--- src/rtl/spi_slave_rx_multi.sv ---
// spi_slave_rx_multi
//   SPI slave receiver with 1/2/4 MOSI lanes and P_WORD_W-bit word assembly.
//   It oversamples the SPI pins in the clk domain and delivers words on a
//   valid/ready stream together with frame and error status.
//   Build option: define SPI_RX_FIFO_EN to put a P_FIFO_DEPTH-entry FIFO in
//   front of m_*. With the macro undefined, a single holding register is used.
// Ports
//   clk, rst_n     system clock (>= 4x SCLK), asynchronous active-low reset
//   spi_sclk       SPI clock (async)
//   spi_cs_n       SPI chip select, active low (async)
//   spi_mosi       P_LANES data lanes (async)
//   m_data/m_valid received word stream; a word is taken when m_valid & m_ready
//   m_ready        downstream ready
//   frame_active   synchronised chip select is asserted
//   frame_end      1-clk pulse when the synchronised chip select deasserts
//   partial_err    sticky: frame closed mid-word; cleared at the next frame start
//   overrun        sticky: a word was dropped because storage was full
//   word_cnt       words completed in the current frame
module spi_slave_rx_multi #(
  parameter int unsigned P_LANES      = 1,
  parameter int unsigned P_WORD_W     = 8,
  parameter int unsigned P_CPOL       = 0,
  parameter int unsigned P_CPHA       = 0,
  parameter int unsigned P_MSB_FIRST  = 1,
  parameter int unsigned P_SYNC       = 2,
  parameter int unsigned P_FIFO_DEPTH = 16
) (
  input  logic                clk,
  input  logic                rst_n,
  input  logic                spi_sclk,
  input  logic                spi_cs_n,
  input  logic [P_LANES-1:0]  spi_mosi,
  output logic [P_WORD_W-1:0] m_data,
  output logic                m_valid,
  input  logic                m_ready,
  output logic                frame_active,
  output logic                frame_end,
  output logic                partial_err,
  output logic                overrun,
  output logic [15:0]         word_cnt
);

  localparam int unsigned    BCW         = $clog2(P_WORD_W + 1);
  localparam logic [BCW-1:0] LAST_CNT    = BCW'(P_WORD_W - P_LANES);
  localparam logic [BCW-1:0] LANE_INC    = BCW'(P_LANES);
  localparam logic           CPOL_B      = 1'(P_CPOL);
  localparam logic           SAMPLE_RISE = (P_CPOL == P_CPHA);

  if ((P_LANES != 1 && P_LANES != 2 && P_LANES != 4) || (P_WORD_W % P_LANES) != 0 ||
      P_WORD_W < 8 || P_WORD_W > 32 || P_SYNC < 2 ||
      P_FIFO_DEPTH < 2 || (P_FIFO_DEPTH & (P_FIFO_DEPTH - 1)) != 0) begin : g_bad_param
    $error("spi_slave_rx_multi: illegal parameter combination");
  end

  typedef enum logic {ST_IDLE, ST_SHIFT} state_t;

  // ---------------- input synchronisers ----------------
  logic [P_SYNC-1:0]              sclk_sync;
  logic [P_SYNC-1:0]              cs_sync;
  logic [P_SYNC-1:0][P_LANES-1:0] mosi_sync;

  always_ff @(posedge clk or negedge rst_n) begin
    if (!rst_n) begin
      sclk_sync <= {P_SYNC{CPOL_B}};
      cs_sync   <= '1;
      mosi_sync <= '0;
    end else begin
      sclk_sync <= {sclk_sync[P_SYNC-2:0], spi_sclk};
      cs_sync   <= {cs_sync[P_SYNC-2:0], spi_cs_n};
      mosi_sync <= {mosi_sync[P_SYNC-2:0], spi_mosi};
    end
  end

  // Edges are seen between the last two stages; the data lanes are taken from
  // the last stage, i.e. the value present just before the sampling edge.
  logic               sclk_rise, sclk_fall, sample_edge, cs_fall, cs_rise;
  logic [P_LANES-1:0] lanes;

  assign sclk_rise   =  sclk_sync[P_SYNC-2] & ~sclk_sync[P_SYNC-1];
  assign sclk_fall   = ~sclk_sync[P_SYNC-2] &  sclk_sync[P_SYNC-1];
  assign sample_edge = SAMPLE_RISE ? sclk_rise : sclk_fall;
  assign cs_fall     = ~cs_sync[P_SYNC-2] &  cs_sync[P_SYNC-1];
  assign cs_rise     =  cs_sync[P_SYNC-2] & ~cs_sync[P_SYNC-1];
  assign lanes       = mosi_sync[P_SYNC-1];

  // ---------------- word assembler ----------------
  logic [P_WORD_W-1:0] shift_q, shift_nxt;

  always_comb begin
    if (P_MSB_FIRST != 0) shift_nxt = {shift_q[P_WORD_W-P_LANES-1:0], lanes};
    else                  shift_nxt = {lanes, shift_q[P_WORD_W-1:P_LANES]};
  end

  // ---------------- frame FSM ----------------
  state_t         state, state_nxt;
  logic [BCW-1:0] bit_cnt, bit_cnt_nxt, cnt_adv;
  logic           do_start, do_shift, do_word, do_close, set_partial;

  always_ff @(posedge clk or negedge rst_n) begin
    if (!rst_n) state <= ST_IDLE;
    else        state <= state_nxt;
  end

  // A final sample edge coinciding with CS rise completes the word before the
  // frame closes, so the error check looks at the count after this clk's shift.
  always_comb begin
    state_nxt   = state;
    do_start    = 1'b0;
    do_shift    = 1'b0;
    do_word     = 1'b0;
    do_close    = 1'b0;
    set_partial = 1'b0;
    cnt_adv     = bit_cnt;
    bit_cnt_nxt = bit_cnt;
    case (state)
      ST_IDLE: begin
        if (cs_fall) begin
          state_nxt   = ST_SHIFT;
          do_start    = 1'b1;
          bit_cnt_nxt = '0;
        end
      end
      ST_SHIFT: begin
        if (sample_edge) begin
          do_shift = 1'b1;
          if (bit_cnt == LAST_CNT) begin
            do_word = 1'b1;
            cnt_adv = '0;
          end else begin
            cnt_adv = bit_cnt + LANE_INC;
          end
        end
        bit_cnt_nxt = cnt_adv;
        if (cs_rise) begin
          state_nxt   = ST_IDLE;
          do_close    = 1'b1;
          set_partial = (cnt_adv != '0);
          bit_cnt_nxt = '0;
        end
      end
      default: state_nxt = ST_IDLE;
    endcase
  end

  assign frame_active = (state == ST_SHIFT);

  logic word_done;
  logic store_full;

  always_ff @(posedge clk or negedge rst_n) begin
    if (!rst_n) begin
      bit_cnt     <= '0;
      shift_q     <= '0;
      word_done   <= 1'b0;
      frame_end   <= 1'b0;
      word_cnt    <= '0;
      partial_err <= 1'b0;
      overrun     <= 1'b0;
    end else begin
      bit_cnt   <= bit_cnt_nxt;
      word_done <= do_word;
      frame_end <= do_close;
      if (do_shift) shift_q <= shift_nxt;
      if (do_start)     word_cnt <= '0;
      else if (do_word) word_cnt <= word_cnt + 16'd1;
      if (do_start)         partial_err <= 1'b0;
      else if (set_partial) partial_err <= 1'b1;
      if (do_start)                      overrun <= 1'b0;
      else if (word_done && store_full)  overrun <= 1'b1;
    end
  end

  // ---------------- output storage ----------------
`ifdef SPI_RX_FIFO_EN
  localparam int unsigned AW = $clog2(P_FIFO_DEPTH);

  logic [P_WORD_W-1:0] fifo_mem [P_FIFO_DEPTH];
  logic [AW-1:0]       wr_ptr, rd_ptr;
  logic [AW:0]         fifo_cnt, remain;
  logic                push, pop;

  assign store_full = (fifo_cnt == (AW+1)'(P_FIFO_DEPTH));
  assign push       = word_done & ~store_full;
  assign pop        = m_valid & m_ready;
  assign remain     = fifo_cnt - (AW+1)'(pop);

  always_ff @(posedge clk) begin
    if (push) fifo_mem[wr_ptr] <= shift_q;
  end

  // m_* is a registered copy of the head entry, refreshed from the post-pop
  // pointer; it only reloads when an entry remains, so it is stable while held.
  always_ff @(posedge clk or negedge rst_n) begin
    if (!rst_n) begin
      wr_ptr   <= '0;
      rd_ptr   <= '0;
      fifo_cnt <= '0;
      m_valid  <= 1'b0;
      m_data   <= '0;
    end else begin
      if (push) wr_ptr <= wr_ptr + AW'(1);
      if (pop)  rd_ptr <= rd_ptr + AW'(1);
      fifo_cnt <= remain + (AW+1)'(push);
      m_valid  <= (remain != '0);
      if (remain != '0) m_data <= fifo_mem[rd_ptr + AW'(pop)];
    end
  end
`else
  assign store_full = m_valid;

  always_ff @(posedge clk or negedge rst_n) begin
    if (!rst_n) begin
      m_valid <= 1'b0;
      m_data  <= '0;
    end else if (word_done && !m_valid) begin
      m_valid <= 1'b1;
      m_data  <= shift_q;
    end else if (m_valid && m_ready) begin
      m_valid <= 1'b0;
    end
  end
`endif

endmodule
--- config.mk ---
export PLATFORM = sky130hd
export DESIGN_NAME = spi_slave_rx_multi
export DESIGN_NICKNAME = d
export VERILOG_FILES = /design/src/rtl/spi_slave_rx_multi.sv
export SDC_FILE = /design/constraint.sdc
export NUM_CORES = 1
export LEC_CHECK = 0
export CAP_MARGIN = 20
export CELL_PAD_IN_SITES_DETAIL_PLACEMENT = 1
export CELL_PAD_IN_SITES_GLOBAL_PLACEMENT = 2
export CORE_MARGIN = 1.5
export CORE_UTILIZATION = 27
export CTS_CLUSTER_SIZE = 10
export DETAILED_ROUTE_END_ITERATION = 12
export GPL_TIMING_DRIVEN = 0
export PLACE_DENSITY_LB_ADDON = 0.1
export SETUP_SLACK_MARGIN = 0.1
export SLEW_MARGIN = 20
export SYNTH_ARGS = -nofsm -noshare
export SYNTH_HDL_FRONTEND = slang
export SYNTH_SLANG_ARGS = --single-unit
--- constraint.sdc ---
create_clock -name clk -period 2.23 [get_ports clk]
set_input_delay 0.669 -clock clk [delete_from_list [all_inputs] [get_ports clk]]
set_output_delay 0.669 -clock clk [all_outputs]
set_load 0.02 [all_outputs]
==> results of run 1 <==
==> timing repair <==
| item | in CTS | in global routing |
|---|---|---|
| setup buffers | 0 | 4 |
| gates resized for setup | 4 | 4 |
| endpoints found under the setup margin | 6 | 10 |
==> cell usage in the layout (no fill, tap or decap), types with 6 or more instances in the layout <==
cell	Yosys	final
nor2_1	10	10
dfrtp_1	46	43
nand3_1	8	8
or3_1	7	7
nand2_1	14	14
a21oi_1	14	14
clkdlybuf4s50_1	0	30
o21ai_0	10	10
mux2_2	16	16
clkbuf_8	0	6
buf_4	1	6
xnor2_1	6	6
==> synthesized netlist by cell type (3+ instances only) <==
cell type	instances	area [um^2]
dfrtp_1	46	1150
a211oi_1	3	22.5
or4_1	3	22.5
a21oi_1	14	70.1
inv_1	4	15.0
a21o_1	3	22.5
o21ai_0	10	50.1
xnor2_1	6	52.6
clkbuf_1	5	18.8
o31ai_1	3	22.5
nand2_1	14	52.6
mux2_2	16	180
nor4_1	3	18.8
nor2_1	10	37.5
nand3_1	8	40.0
or3_1	7	43.8
==> metal layers <==
layer / track usage (%) / wire, um / vias to the layer above
met2: 21.6 / 2500 / 30
met1: 16.4 / 2270 / 810
met5: 0 / 0 / -
met3: 2.99 / 173 / 5
li1: - / - / 766
met4: 3.85 / 57 / 0
==> power breakdown <==
part	leakage, nW	internal, mW	switching, mW
Combinational	0.540	0.118	0.101
Sequential	0.631	0.956	0.0610
Clock	0.0614	0.367	0.313
==> final timing paths <==
check / from / end / cells after the start
max in group asynchronous: rst_n / bit_cnt[1] / 1
worst min register to register: mosi_sync[0] / lanes / 0
worst max register to register: bit_cnt[1] / word_cnt[13] / 6
min in group asynchronous: rst_n / word_cnt[9] / 1
worst max-delay path: word_cnt[2] / word_cnt[2] / 1
worst min-delay path: mosi_sync[0] / lanes / 0
==> flip-flops by register name, summed over array words and instances, names as in the netlist, 2 cells and up <==
name and cells:
bit_cnt 4, sclk_sync 2, cs_sync 2, word_cnt 16, shift_q 8, m_data 8
==> per-stage QoR <==
step	cells	util, %
2_1_floorplan	187	-
3_3_place_gp	323	33.7
3_5_place_dp	323	33.7
4_1_cts	331	35.4
5_1_grt	335	36.0
6_report	335	36.0
==> cell families (layout without fill, tap and decap cells) <==
| group | count (synthesis) | in the layout | share of synthesized area [%] |
|---|---|---|---|
| AO/OA/AOI/OAI | 40 | 40 | 11.4 |
| XOR/XNOR | 6 | 6 | 2.47 |
| adder cells (fa/ha/maj) | 2 | 2 | 1.18 |
| buffers and inverters | 11 | 57 | 2.18 |
| flip-flops | 48 | 48 | 56.7 |
| multiplexers | 17 | 17 | 8.95 |
| AND/OR/NAND/NOR | 63 | 63 | 17.1 |
==> layout make-up <==
type | instances | share of cell area, %
flip-flops and latches | 48 | 43.7
plain buffers | 7 | 1.13
well taps | 102 | 4.62
inverters | 4 | 0.543
clock buffers | 6 | 2.99
repair buffers | 38 | 13.6
multi-input cells | 128 | 32.1
clock inverters | 2 | 1.40
==> reports/results.ini, run 1 <==
[power_and_ir_drop]
finalPower_mw=1.92
power_leakage_nw=1.23
ir_worst_vdd_mv=0.293
cellPowerDensity_mw_per_mm2=693

[setup_path]
crit_required_ns=1.56
start_kind=flip-flop
crit_chain=clkdlybuf4s50_1
critPathMaxFanout=3
cpMaxStageDelayCell=clkdlybuf4s50_1
end_kind=output pin
cp_top_family=buffers and inverters
critical_path.max_stage_delay_ns=0.64
crit_type=flip-flop to output pin
r2r_slack_ns=0.21
arrival_ns=1.39
crit_buf_inv=1

[routing]
via_per_inst=4.81
drt-total-wl_um=5010
detail-route-antenna-nets=0
drc=0
num_vias=1611
routedWlPerCell_um=14.9
dr.pass1.iters=4
drt-initial-drc-count=38

[sta]
slew_headroom_pct=56.9
hold_violations=0
finalClockSkew_ns=0.00606
rsz0062_at_grt=no
worstMarginPinSlew_ns=0.643
timing.final.ws_setup_ns=0.173
drv_slew=0
setup_viol=0
period_share_pct=92.2
whs_ns=0.362
min_period_ns=2.06
finalSetupTns_ns=0
timing.fmax_mhz=486

[die]
start_util_pct=27.6
io_pins=35
die-area_mm2=0.00841
core_area_mm2=0.00769
rows=32
chipHeight_um=91.7
fp.dieW_um=91.7

[synthesis]
synth_nets=195
synth-seq-cells=48
synth-main-ff-cell=dfrtp_1
yosysWarningCount=0
synth_area_mm2=0.00212
ys_types=39
yosysSeqAreaShare_pct=56.7
synth-edff-count=0
syn_area_per_cell_um2=11.4
async_flop_share_pct=100
synth_cells=187

[cts]
cts-htree-levels=2
cts_made_buffers=5
insertion_delay_ns=0.30
cts-root-buf=clkbuf_8
cts_tree=done
clockBufferDepth=2
ctsHoldBuffers=0
cts_sinks=48
cts.clk_slew.worst_paths_ns=0.09

[run_status]
status=complete, no violations

[min_path]
hold_path_class=flip-flop to flip-flop

[placement]
place_ws_ns=-0.00152
dp_hpwl_um=3480
numPortBuffers=34
gp_congestion=0.781
post_dp_cell_area_mm2=0.00259

[global_route]
grt_antenna_before_repair=0
grt_pass1_vias=1691
grt-ovfl-total=0
grtUsageTotal_pct=12.8
grt_max_degree=49
grt_pass1_wl_um=8540

[cells_and_area]
fillCellCount=878
drive_gt1_share_pct=17.6
fin_area_mm2=0.00277
num_antenna_cells=0
final_nets=240
syn2layout_area_growth_pct=30.2
multi_input_area_um2=887
layout.area.seq_mm2=0.00121

[run]
maxCapViolations=0

Power figures use the tool's default switching activity.
==> run 2: changes to the inputs <==
--- a/config.mk
+++ b/config.mk
@@ -8,6 +8,7 @@
 export CAP_MARGIN = 20
 export CELL_PAD_IN_SITES_DETAIL_PLACEMENT = 1
 export CELL_PAD_IN_SITES_GLOBAL_PLACEMENT = 2
+export CORE_ASPECT_RATIO = 0.75
 export CORE_MARGIN = 1.5
 export CORE_UTILIZATION = 27
 export CTS_CLUSTER_SIZE = 10
==> run 2 against run 1 <==
Against the previous run:
- setup slack worse by 0.0077 ns
- power shrank 0.52%
- flip-flop and latch count unchanged
- utilization rose by 1.1 points
- wire length is 0.34% lower
- clock-buffer cell count stayed put
- maximum frequency decreased by 0.37%
- sequential share of layout area shrank 0.065 points
- global-route usage up 0.38 points
- via count unchanged
- critical endpoint unchanged
- largest power group unchanged
- highest routed layer unchanged
==> reports/results.ini, run 2 (synthesized netlist as in run 1, its figures left out) <==
[routing]
drc=0
num_vias=1611
routedWlPerCell_um=15.0
drt-total-wl_um=4990
via_per_inst=4.84
dr.pass1.iters=4
detail-route-antenna-nets=0
drt-initial-drc-count=27

[cells_and_area]
multi_input_area_um2=890
layout.area.seq_mm2=0.00121
num_antenna_cells=0
layout_common_cells=dfrtp_1 (44), clkdlybuf4s50_1 (29), mux2_2 (16), nand2_1 (14), a21oi_1 (14)
final_nets=239
layout_commonest_cell=dfrtp_1
regMostFlops=word_cnt
drive_gt1_share_pct=17.2
largest_register_ff_count=16
syn2layout_area_growth_pct=30.2
fillCellCount=844
final_core_util_pct=37.1
largestRegisters=word_cnt (16), m_data (8), shift_q (8)

[placement]
dp_hpwl_um=3620
place_ws_ns=-0.0133
numPortBuffers=34
gp_congestion=0.768

[setup_path]
r2r_slack_ns=0.23
start_kind=flip-flop
worstRegToRegCells=6
arrival_ns=1.40
crit_buf_inv=1
path_depth=1
critPathMaxFanout=3
end_kind=output pin
crit_chain=clkdlybuf4s50_1
crit_type=flip-flop to output pin
cp_top_family=buffers and inverters
crit_required_ns=1.56
cpMaxStageDelayCell=clkdlybuf4s50_1
critical_path.max_stage_delay_ns=0.64

[global_route]
grt_max_degree=33
grt_antenna_before_repair=0
grt-ovfl-total=0
grt_pass1_vias=1717
grtUsageTotal_pct=13.2
grt_pass1_wl_um=8670

[power_and_ir_drop]
ir_worst_vdd_mv=0.248
finalPower_mw=1.91
cellPowerDensity_mw_per_mm2=689
power_leakage_nw=1.23

[cts]
cts-htree-levels=2
insertion_delay_ns=0.30
cts.clk_slew.worst_paths_ns=0.09
clockBufferDepth=2
ctsHoldBuffers=0
cts_tree=done
cts_made_buffers=5
cts_sinks=48
cts-root-buf=clkbuf_8

[sta]
min_period_ns=2.06
setup_viol=0
finalClockSkew_ns=0.00346
timing.final.ws_setup_ns=0.166
worstMarginPinSlew_ns=0.541
whs_ns=0.287
drv_slew=0
hold_violations=0
slew_headroom_pct=63.9
rsz0062_at_grt=no
timing.fmax_mhz=484
period_share_pct=92.6

[die]
start_util_pct=28.5
rows=27
die-area_mm2=0.00842
chipHeight_um=79.8
io_pins=35
fp.dieW_um=105
core_area_mm2=0.00747

[run]
maxCapViolations=0

[min_path]
hold_path_class=primary input to asynchronous set/reset pin

[run_status]
status=complete, no violations

-- run 2: changes by cell type in the layout (fill, tap and decap cells not counted), sizes merged --
cell and delta:
clkdlybuf4s50 -1, dlygate4sd2 +1, buf -1
-- run 2: final timing paths --
kind / startpoint / to
setup / recovery: word_cnt[2] / word_cnt[2]
hold / removal: rst_n / frame_active
hold reg to reg: mosi_sync[0] / lanes
min in group clk: mosi_sync[0] / lanes
max in group asynchronous: rst_n / shift_q[2]
setup reg to reg: bit_cnt[1] / word_cnt[13]
-- run 2: what timing repair did --
action | CTS | global route
endpoints found under the setup margin | 6 | 9
buffers inserted | 1 | 1
resized for setup | 4 | 5
-- run 2: layer usage --
metal,up-vias,GRT usage (%),wire length [um]
met4,0,5.34,66
li1,756,-,-
met2,25,21.4,2310
met5,-,0,0
met1,824,17.2,2470
met3,6,2.94,144
-- run 2: cell type report --
cell class | count | share of cell area [%]
buffer | 7 | 1.13
clock buffer | 6 | 2.99
multi-input combinational | 128 | 32.2
clock inverter | 2 | 1.40
tap | 101 | 4.57
inverter | 4 | 0.543
sequential | 48 | 43.6
timing repair buffer | 37 | 13.6
-- run 2: worst reg2reg max path: stages, from the launching register on --
cell      delay [ns]
dfrtp_2         0.42
ha_4            0.18
nand4b_4        0.14
or3_1           0.36
buf_2           0.18
or4_1           0.50
a21oi_1         0.15
-- run 2: where the power goes --
part | leakage [nW] | internal, mW | switching [mW]
Combinational | 0.532 | 0.115 | 0.104
Clock | 0.0614 | 0.367 | 0.306
Sequential | 0.632 | 0.955 | 0.0586
Total | 1.23 | 1.44 | 0.469
-- run 2: through the flow --
| stage | instances | TNS, ns | instance area, um^2 |
|---|---|---|---|
| 2_1_floorplan | 187 | 0 | 2120 |
| 3_3_place_gp | 322 | -42.13 | 2590 |
| 3_5_place_dp | 323 | -0.0240 | 2610 |
| 4_1_cts | 332 | 0 | 2740 |
| 5_1_grt | 333 | 0 | 2770 |
| 6_report | 333 | 0 | 2770 |
==> run 3: changes to the inputs <==
==> constraint.sdc (replaced) <==
create_clock -name clk -period 2.62 [get_ports clk]
set_input_delay 0.786 -clock clk [delete_from_list [all_inputs] [get_ports clk]]
set_output_delay 0.786 -clock clk [all_outputs]
set_load 0.02 [all_outputs]
==> run 3 against run 2 <==
Against the previous run:
- global-route usage decreased by 0.089 points
- clock skew increased by 0.0011 ns
- die area unchanged
- design area decreased by 1.4%
- setup slack improved by 0.17 ns
- first-iteration DRC count increased by 15%
- sequential power decreased by 14%
- worst hold slack improved by 0.067 ns
- utilization decreased by 0.52 points
- combinational power decreased by 21%
- critical endpoint is now word_cnt[13]
- highest routed layer unchanged
- flip-flop and latch count unchanged
- largest power group unchanged
==> reports/results.ini, run 3 (synthesized netlist as in run 1, its figures left out) <==
[global_route]
grtUsageTotal_pct=13.1
grt_max_degree=33
grt_pass1_wl_um=8600
grt_antenna_before_repair=0
grt_pass1_vias=1713
grt-ovfl-total=0

[setup_path]
crit_required_ns=2.85
end_kind=flip-flop
start_kind=flip-flop
crit_type=flip-flop to flip-flop
cpMaxStageDelayCell=dfrtp_1
critical_path.max_stage_delay_ns=0.50
arrival_ns=2.51
crit_chain=ha_1 -> nand4b_4 -> or3_1 -> buf_2 -> or4_1 -> a21oi_1
crit_buf_inv=1
cp_top_family=simple AND/OR/NAND/NOR gates
critPathMaxFanout=8

[cells_and_area]
final_nets=237
instances_no_fill=331
largest_register_ff_count=16
largestRegisters=word_cnt (16), m_data (8), shift_q (8)
syn2layout_area_growth_pct=28.4
layout_common_cells=dfrtp_1 (46), clkdlybuf4s50_1 (33), mux2_2 (16), nand2_1 (14), a21oi_1 (14)
regMostFlops=word_cnt
layout_commonest_cell=dfrtp_1
drive_gt1_share_pct=14.8
fin_area_mm2=0.00273
num_antenna_cells=0

[placement]
numPortBuffers=34
dp_hpwl_um=3620
gp_congestion=0.768
placed_cells=323
post_dp_cell_area_mm2=0.00261

[routing]
detail-route-antenna-nets=0
drt-total-wl_um=5010
drc=0
dr.pass1.iters=4
drt-initial-drc-count=31
num_vias=1605
via_per_inst=4.85
routedWlPerCell_um=15.1

[sta]
rsz0062_at_grt=no
setup_viol=0
worstMarginPinSlew_ns=0.675
timing.fmax_mhz=439
period_share_pct=87.0
min_period_ns=2.28
hold_violations=0
slew_headroom_pct=54.8
finalClockSkew_ns=0.00456
drv_slew=0

[die]
io_pins=35
chipHeight_um=79.8
start_util_pct=28.5
fp.dieW_um=105
die-area_mm2=0.00842
rows=27
core_area_mm2=0.00747

[cts]
cts-htree-levels=2
cts_setup_buffers=0
insertion_delay_ns=0.31
cts-root-buf=clkbuf_8
cts_tree=done
cts.clk_slew.worst_paths_ns=0.09
ctsHoldBuffers=0
cts_made_buffers=5
cts_sinks=48
clockBufferDepth=2
post_cts_resized=0

[power_and_ir_drop]
ir_worst_vdd_mv=0.211
p_int_mw=1.22
clockPowerShare_pct=35.6
pwr-share-comb_pct=10.7
p_sw_share_pct=24.6
cellPowerDensity_mw_per_mm2=591
p_switching_uw=396
power_leakage_nw=1.17
power_frac_seq_pct=53.7

[run]
maxCapViolations=0

[min_path]
hold_path_class=flip-flop to flip-flop

[run_status]
status=complete, no violations

==> run 3: changes by cell type in the layout (fill, tap and decap cells not counted), sizes merged <==
cell	before	now
clkdlybuf4s50	29	33
dlymetal6s2s	3	0
buf	6	4
dlygate4sd2	1	0
==> run 3: path summary, 6_finish.rpt <==
kind	slack, ns	depth (start not counted)	to	startpoint
max	0.34	6	word_cnt[13]	bit_cnt[0]
min	0.35	0	lanes	mosi_sync[0]
max reg2reg	0.34	6	word_cnt[13]	bit_cnt[0]
min reg2reg	0.35	0	lanes	mosi_sync[0]
max in group asynchronous	1.70	2	m_data[6]	rst_n
min in group asynchronous	0.41	1	frame_active	rst_n
==> run 3: area by class of cell <==
| class | count | area, um^2 |
|---|---|---|
| buffer | 7 | 31.3 |
| multi-input combinational | 128 | 875 |
| timing repair buffer | 35 | 355 |
| inverter | 4 | 15.0 |
| clock buffer | 6 | 82.6 |
| clock inverter | 2 | 38.8 |
| sequential | 48 | 1200 |
| fill | 836 | 4740 |
| tap | 101 | 126 |
==> run 3: through the flow <==
step | TNS, ns | util [%] | setup slack (ns) | power [mW] | hold WS, ns
final | 0 | 36.5 | 0.341 | 1.61 | 0.355
after global routing | 0 | 36.5 | 0.241 | 1.69 | 0.375
after CTS | 0 | 36.5 | 0.360 | 1.64 | 0.358
after detailed placement | 0 | 34.9 | 0.377 | 1.06 | 0.337
after global placement | -29.03 | 34.7 | -0.630 | 1.04 | 0.334
after floorplan | 0 | - | 0.601 | 0.976 | 0.331
==> run 3: layer usage <==
metal,track usage [%],part of all wire (%),vias up
met2,21.3,45,23
li1,-,-,753
met4,5.34,1.7,0
met5,0,0,-
met3,2.94,2.9,10
met1,17.0,50,819
==> run 3: power by group through the flow <==
stage | sequential, mW | combinational, mW | clock, mW
finish | 0.865 | 0.172 | 0.574
global route | 0.882 | 0.193 | 0.620
CTS | 0.867 | 0.176 | 0.593
detailed placement | 0.882 | 0.176 | 0
global placement | 0.878 | 0.165 | 0
floorplan | 0.875 | 0.101 | 0
